**src/rtl/tl_state_queue.sv**
```systemverilog
// Parameterised FIFO of in-flight TileLink response state (size, source, extra id); optional FLOW/PIPE modes.
// Latency 1 cycle (0 with FLOW on an empty queue); enq_ready drops when full unless PIPE and deq fires.
// Optional high-water occupancy register on io_max_count is built only when TL_STATE_QUEUE_HIGHWATER_EN is defined.
module tl_state_queue #(
   parameter int DEPTH    = 2,
   parameter int SIZE_W   = 4,
   parameter int SOURCE_W = 5,
   parameter int FLOW     = 0,
   parameter int PIPE     = 0,
   parameter int CNT_W    = $clog2(DEPTH + 1)
) (
   input  logic                clock,
   input  logic                reset_n,
   input  logic                io_enq_valid,
   output logic                io_enq_ready,
   input  logic [SIZE_W-1:0]   io_enq_bits_tl_state_size,
   input  logic [SOURCE_W-1:0] io_enq_bits_tl_state_source,
   input  logic                io_enq_bits_extra_id,
   output logic                io_deq_valid,
   input  logic                io_deq_ready,
   output logic [SIZE_W-1:0]   io_deq_bits_tl_state_size,
   output logic [SOURCE_W-1:0] io_deq_bits_tl_state_source,
   output logic                io_deq_bits_extra_id,
   output logic [CNT_W-1:0]    io_count,
   output logic [CNT_W-1:0]    io_max_count
);

   localparam int PTR_W = (DEPTH > 1) ? $clog2(DEPTH) : 1;

   typedef struct packed {
      logic                extra_id;
      logic [SOURCE_W-1:0] source;
      logic [SIZE_W-1:0]   size;
   } entry_t;

   entry_t           ram [DEPTH];
   entry_t           enq_ent;
   entry_t           head;
   logic [PTR_W-1:0] wptr;
   logic [PTR_W-1:0] rptr;
   logic             maybe_full;
   logic             ptr_match;
   logic             empty;
   logic             full;
   logic             bypass;
   logic             do_enq;
   logic             do_deq;
   logic             push;
   logic             pop;
   logic [CNT_W-1:0] count;

   function automatic logic [PTR_W-1:0] next_ptr(input logic [PTR_W-1:0] p);
      return (p == PTR_W'(DEPTH - 1)) ? '0 : p + 1'b1;
   endfunction

   assign enq_ent.extra_id = io_enq_bits_extra_id;
   assign enq_ent.source   = io_enq_bits_tl_state_source;
   assign enq_ent.size     = io_enq_bits_tl_state_size;

   assign ptr_match    = (wptr == rptr);
   assign empty        = ptr_match & ~maybe_full;
   assign full         = ptr_match & maybe_full;
   assign bypass       = (FLOW != 0) & empty;
   assign io_enq_ready = ~full | ((PIPE != 0) & io_deq_ready);
   assign io_deq_valid = ~empty | ((FLOW != 0) & io_enq_valid);
   assign do_enq       = io_enq_valid & io_enq_ready;
   assign do_deq       = io_deq_valid & io_deq_ready;

   // A bypassed transfer never touches storage: no write and no pop.
   assign push = do_enq & ~(bypass & io_deq_ready);
   assign pop  = do_deq & ~bypass;

   assign head                        = bypass ? enq_ent : ram[rptr];
   assign io_deq_bits_tl_state_size   = head.size;
   assign io_deq_bits_tl_state_source = head.source;
   assign io_deq_bits_extra_id        = head.extra_id;

   always_ff @(posedge clock) begin
      if (push) ram[wptr] <= enq_ent;
   end

   always_ff @(posedge clock or negedge reset_n) begin
      if (!reset_n) begin
         wptr       <= '0;
         rptr       <= '0;
         maybe_full <= 1'b0;
      end else begin
         if (push) wptr <= next_ptr(wptr);
         if (pop)  rptr <= next_ptr(rptr);
         if (push != pop) maybe_full <= push;
      end
   end

   always_comb begin
      count = CNT_W'(wptr) - CNT_W'(rptr);
      if (full)
         count = CNT_W'(DEPTH);
      else if (wptr < rptr)
         count = CNT_W'(wptr) + CNT_W'(DEPTH) - CNT_W'(rptr);
   end

   assign io_count = count;

`ifdef TL_STATE_QUEUE_HIGHWATER_EN
   logic [CNT_W-1:0] max_q;

   always_ff @(posedge clock or negedge reset_n) begin
      if (!reset_n)
         max_q <= '0;
      else if (count > max_q)
         max_q <= count;
   end

   assign io_max_count = max_q;
`else
   assign io_max_count = '0;
`endif

endmodule
```
**config.mk**
```make
export PLATFORM = sky130hd
export DESIGN_NAME = tl_state_queue
export DESIGN_NICKNAME = d
export VERILOG_FILES = /design/src/rtl/tl_state_queue.sv
export SDC_FILE = /design/constraint.sdc
export NUM_CORES = 1
export LEC_CHECK = 0
export CAP_MARGIN = 30
export CORE_MARGIN = 4
export CORE_UTILIZATION = 44
export CTS_CLUSTER_DIAMETER = 200
export DETAILED_ROUTE_END_ITERATION = 10
export PLACE_DENSITY = 0.76
export SYNTH_ARGS = -nofsm -noshare
export SYNTH_HDL_FRONTEND = slang
export SYNTH_SLANG_ARGS = --single-unit
```
**constraint.sdc**
```tcl
create_clock -name clock -period 1.9 [get_ports clock]
set_input_delay 0.475 -clock clock [delete_from_list [all_inputs] [get_ports clock]]
set_output_delay 0.475 -clock clock [all_outputs]
set_load 0.005 [all_outputs]
```
## Word level (Yosys, flattened, before mapping)

Memory sizes are Yosys's and may differ from the RTL's.
Cells that the tools add are included.

- Flip-flop bits (word level): 3
- Latch bits: 0
- RAM bits: 20
- Memory bits (read-only): 0
- Word-level logic and storage cells: 25
- Memories: 1

Memory list:

| memory | words | width | rd ports | clocked after memory_dff | wr ports | line | RTL |
|---|---|---|---|---|---|---|---|
| ram | 2 | 10 | 1 | 0 | 1 | 36 | `entry_t ram [DEPTH];` |

- Add/sub/neg operators: 5
- Multiply operators: 0
- Div/mod/pow operators: 0
- $lt $le $gt $ge: 1
- Eq/ne operators: 2
- Shift operators: 0
- Mux-type cells: 6
- Bitwise gates (word level): 7
- Reduce and logical (&&, ||, !) cells: 0

Operator list:

| cell | number |
|---|---|
| 1-bit AND | 4 |
| 1-bit 2-to-1 mux | 4 |
| 2-bit 2-to-1 mux | 2 |
| 1-bit inverter | 3 |
| 1-bit adder (second input constant) | 2 |
| 1-bit by 2-bit adder with 2-bit output (second input constant) | 1 |
| 1-bit by 1-bit subtractor with 2-bit output | 1 |
| 2-bit by 1-bit subtractor with 2-bit output | 1 |
| 1-bit equality test | 1 |
| 1-bit < comparator | 1 |
| 1-bit inequality test | 1 |

## Logic depth before layout (Yosys ltp)

- Depth after elaboration: 6
- Gate-level depth with buffers: 5
- Mapped depth without buffers: 5

## Worst setup path before layout

No wires, ideal clock.

- Kind: reg2reg
- From: register wptr
- To: memory ram[1][0] (netlist bit), enable pin
- Arrival time: 1.412 ns
- Path slack: 0.111 ns
- Stages on the path, launching flop included: 6
- Buffers on the path: 0
- Period minus slack after synthesis: 1.789 ns
- Cells stage by stage: dfrtp_1 inv_1 ha_1 nand2_1 nand2_2 nor2_1

- Word-level cells in the longest chain between the ends: 6

Ends and longest elaborated chain:

| item | line | RTL |
|---|---|---|
| start, declared | 39 | `logic [PTR_W-1:0] wptr;` |
| start signal, assigned | 88 | `if (push) wptr <= next_ptr(wptr);` |
| 1-bit equality test | 60 | `assign ptr_match = (wptr == rptr);` |
| 1-bit AND | 62 | `assign full = ptr_match & maybe_full;` |
| 1-bit inverter | 64 | `assign io_enq_ready = ~full \| ((PIPE != 0) & io_deq_ready);` |
| via io_enq_ready | 15 | `output logic io_enq_ready,` |
| 1-bit AND | 66 | `assign do_enq = io_enq_valid & io_enq_ready;` |
| 1-bit 2-to-1 mux | 79 | `if (push) ram[wptr] <= enq_ent;` |
| 1-bit 2-to-1 mux (implied by the code) | 79 |  |
| end, declared | 36 |  |

The timed path passes the listed nets, and every way through them passes these cells.

## Worst setup path in the final report

- From: register rptr
- To: output port io_deq_bits_tl_state_source[1]

- Word-level cells in the longest chain between the ends: 1

Ends and longest elaborated chain:

| item | line | RTL |
|---|---|---|
| start, declared | 40 | `logic [PTR_W-1:0] rptr;` |
| start signal, assigned | 89 | `if (pop) rptr <= next_ptr(rptr);` |
| memory 2 x 10 bit | -- |  |
| end, declared | 22 | `output logic [SOURCE_W-1:0] io_deq_bits_tl_state_source,` |

No other way between the ends.

==> flow_metrics.tcl <==
set metrics [dict create \
    synth_area_um2 937 \
    cts.sinks 23 \
    start_util 0.468 \
    diodes 0 \
    ys_warn_count 0 \
    power_density_nw_per_um2 1540 \
    path_max_fanout 3 \
    die-height_um 54.2 \
    hold_violations 0 \
    post-route-util 0.707 \
    ys_seq_elements 23 \
    synth-seq-area-share 0.721 \
    cp.required_ps 1420 \
    routed_wl_um 1610 \
    stdcell_count 125 \
    synth_top_cell_by_area "edfxtp_1" \
    dpl.cell_count 110 \
    insertion_delay_ps 290 \
    grt-busiest-layer "met2" \
    ant_nets 0 \
    start_kind "register" \
    drt_iter0_drc 12 \
    rows 16 \
    cts_root_buf "clkbuf_4" \
    cts.path.max_buffers 2 \
    setup_slack_ps -111 \
    use_met2 0.223 \
    antenna_found_initial 0 \
    final_layout_size_suffix_gt1_frac 0.480 \
    die-area_um2 2930 \
    setup_violations 4 \
    grt_use_met3 0.0249 \
    final_nets 114 \
    maxCapViolations 0 \
    dr.pass1.iters 4 \
    avgSynthCellArea_um2 18.0 \
    p_int_mw 1.55 \
    place_congestion 0.646 \
    switching_power_uw 620 \
    period_share 1.06 \
    crit_path_end_kind "output pin" \
    finalSetupTns_ps -408 \
    maxSlewViolCount 0 \
    dpl_cell_area_um2 1260 \
    place_ws_ps 46.1 \
    switching_share 0.285 \
    skew_ps 1.45 \
    ir_worst_vdd_uv 895 \
    worstPathArrival_ps 1540 \
    p_comb_frac 0.548 \
    final_cell_mix "edfxtp_1 (20), buf_6 (16), clkdlybuf4s50_1 (13), mux2_4 (10), buf_4 (8)" \
    rsz0062_at_grt "true" \
    numPortBuffers 27 \
    track_usage 0.119 \
    via_per_inst 4.42 \
    yosysTopAreaCellShare 0.641 \
    clkTransAtPathRegs_ps 120 \
    drc_errors 0 \
    dpl.hpwl_um 1090 \
    seq_power_share 0.354 \
    p_leak_nw 0.595 \
    multiInputGateArea_um2 246 \
    ios 30 \
    seqCellArea_um2 677 \
    grt_overflow_total 0 \
    die_x_um 54.2 \
    fillers 130 \
    synth_cell_types 15 \
    fin_area_um2 1420 \
    htree_levels 1 \
    core_um2 2000 \
    hold_class "input port to asynchronous set/reset pin" \
    syn_to_final_growth_pct 51.0 \
    numCtsBuffers 3 \
    synthCells 52 \
    max_freq_mhz 497 \
    wire_per_inst_um 12.9 \
    grt_pass1_wl_um 2400 \
    cts_tree "done" \
    critPathKind "register to output pin" \
    vias 553 \
    min_period_ps 2010 \
    violations "negative setup slack" \
    clockPowerShare 0.098 \
    use_met1 0.131 \
    final_common_cell "edfxtp_1" \
    status "complete, but fails checks" \
    grt_max_degree 14 \
    synth_area_leaders "edfxtp_1 (64%), mux2_4 (14%), dfrtp_1 (8.0%)" \
    grt_pass1_vias 543 \
]
## routing by layer
layer / vias to the layer above / share of wire / routed length [µm]
met4: 0 / 0 / 0
met3: 0 / 0.062 / 100
met2: 19 / 0.53 / 849
li1: 270 / - / -
met5: - / 0 / 0
met1: 264 / 0.41 / 660
## timing repair
action / in CTS / in global routing
setup buffers: 10 / 2
endpoints found under the setup margin: 14 / 14
resized for setup: 58 / 9
hold buffers: 0 / 0
pin swaps: 0 / 0
## metrics by stage
step,hold slack [ps],power [mW]
floorplan,179,1.23
global placement,534,1.69
detailed placement,545,1.72
CTS,341,2.17
global route,333,2.31
finish,351,2.17
## synthesized netlist by cell type
master,n
xnor2_1,2
inv_1,3
dfrtp_1,3
buf_6,1
ha_1,1
buf_4,2
a21oi_1,2
nand2b_1,2
nand2_1,2
edfxtp_1,20
conb_1,1
mux2_4,9
nand2_2,1
nor2_1,2
mux2_2,1
## power by group through the flow
stage	logic (mW)	registers, mW	clock network (mW)
global route	1.27	0.787	0.245
CTS	1.18	0.766	0.221
finish	1.19	0.771	0.212
global placement	0.933	0.758	0
detailed placement	0.951	0.766	0
floorplan	0.463	0.764	0
## layout make-up
| type | count | area share |
|---|---|---|
| clock buffers | 3 | 0.0159 |
| repair buffers | 44 | 0.296 |
| well taps | 27 | 0.0239 |
| flip-flops and latches | 23 | 0.478 |
| inverters | 3 | 0.00796 |
| multi-input cells | 24 | 0.174 |
| clock inverters | 1 | 0.00354 |
## registers in the layout (all words and copies together) (netlist names)
register / flops
rptr: 1
ram: 20
wptr: 1
maybe_full: 1
## worst max-delay path, cell delays in order (launching register included)
cell     delay [ps]
dfrtp_2         460
buf_6           130
buf_6           110
buf_6           110
mux2_4          300
buf_6           120
## kinds of logic after synthesis
group	count (synthesis)	share of synthesized area
DFF	23	0.721
AOI/OAI and AO/OA	2	0.0107
adders and majority gates	1	0.0133
muxes	10	0.156
xor gates and xnor gates	2	0.0187
buffers and inverters	6	0.0400
and+or+nand+nor	7	0.0361
other	1	0.00400
## final timing paths
kind	start	endpoint	slack, ps	cells past startpoint
setup / recovery	rptr$_DFFE_PN0P_	io_deq_bits_tl_state_source[1]	-110	5
setup reg to reg	wptr$_DFFE_PN0P_	ram[1][8]$_DFFE_PP_	420	6
hold reg to reg	maybe_full$_DFFE_PN0P_	maybe_full$_DFFE_PN0P_	590	2
max in group asynchronous	reset_n	rptr$_DFFE_PN0P_	1380	1
hold / removal	reset_n	wptr$_DFFE_PN0P_	350	1
min in group clock	maybe_full$_DFFE_PN0P_	maybe_full$_DFFE_PN0P_	590	2
Note: power is estimated with default switching activity, not from simulation.
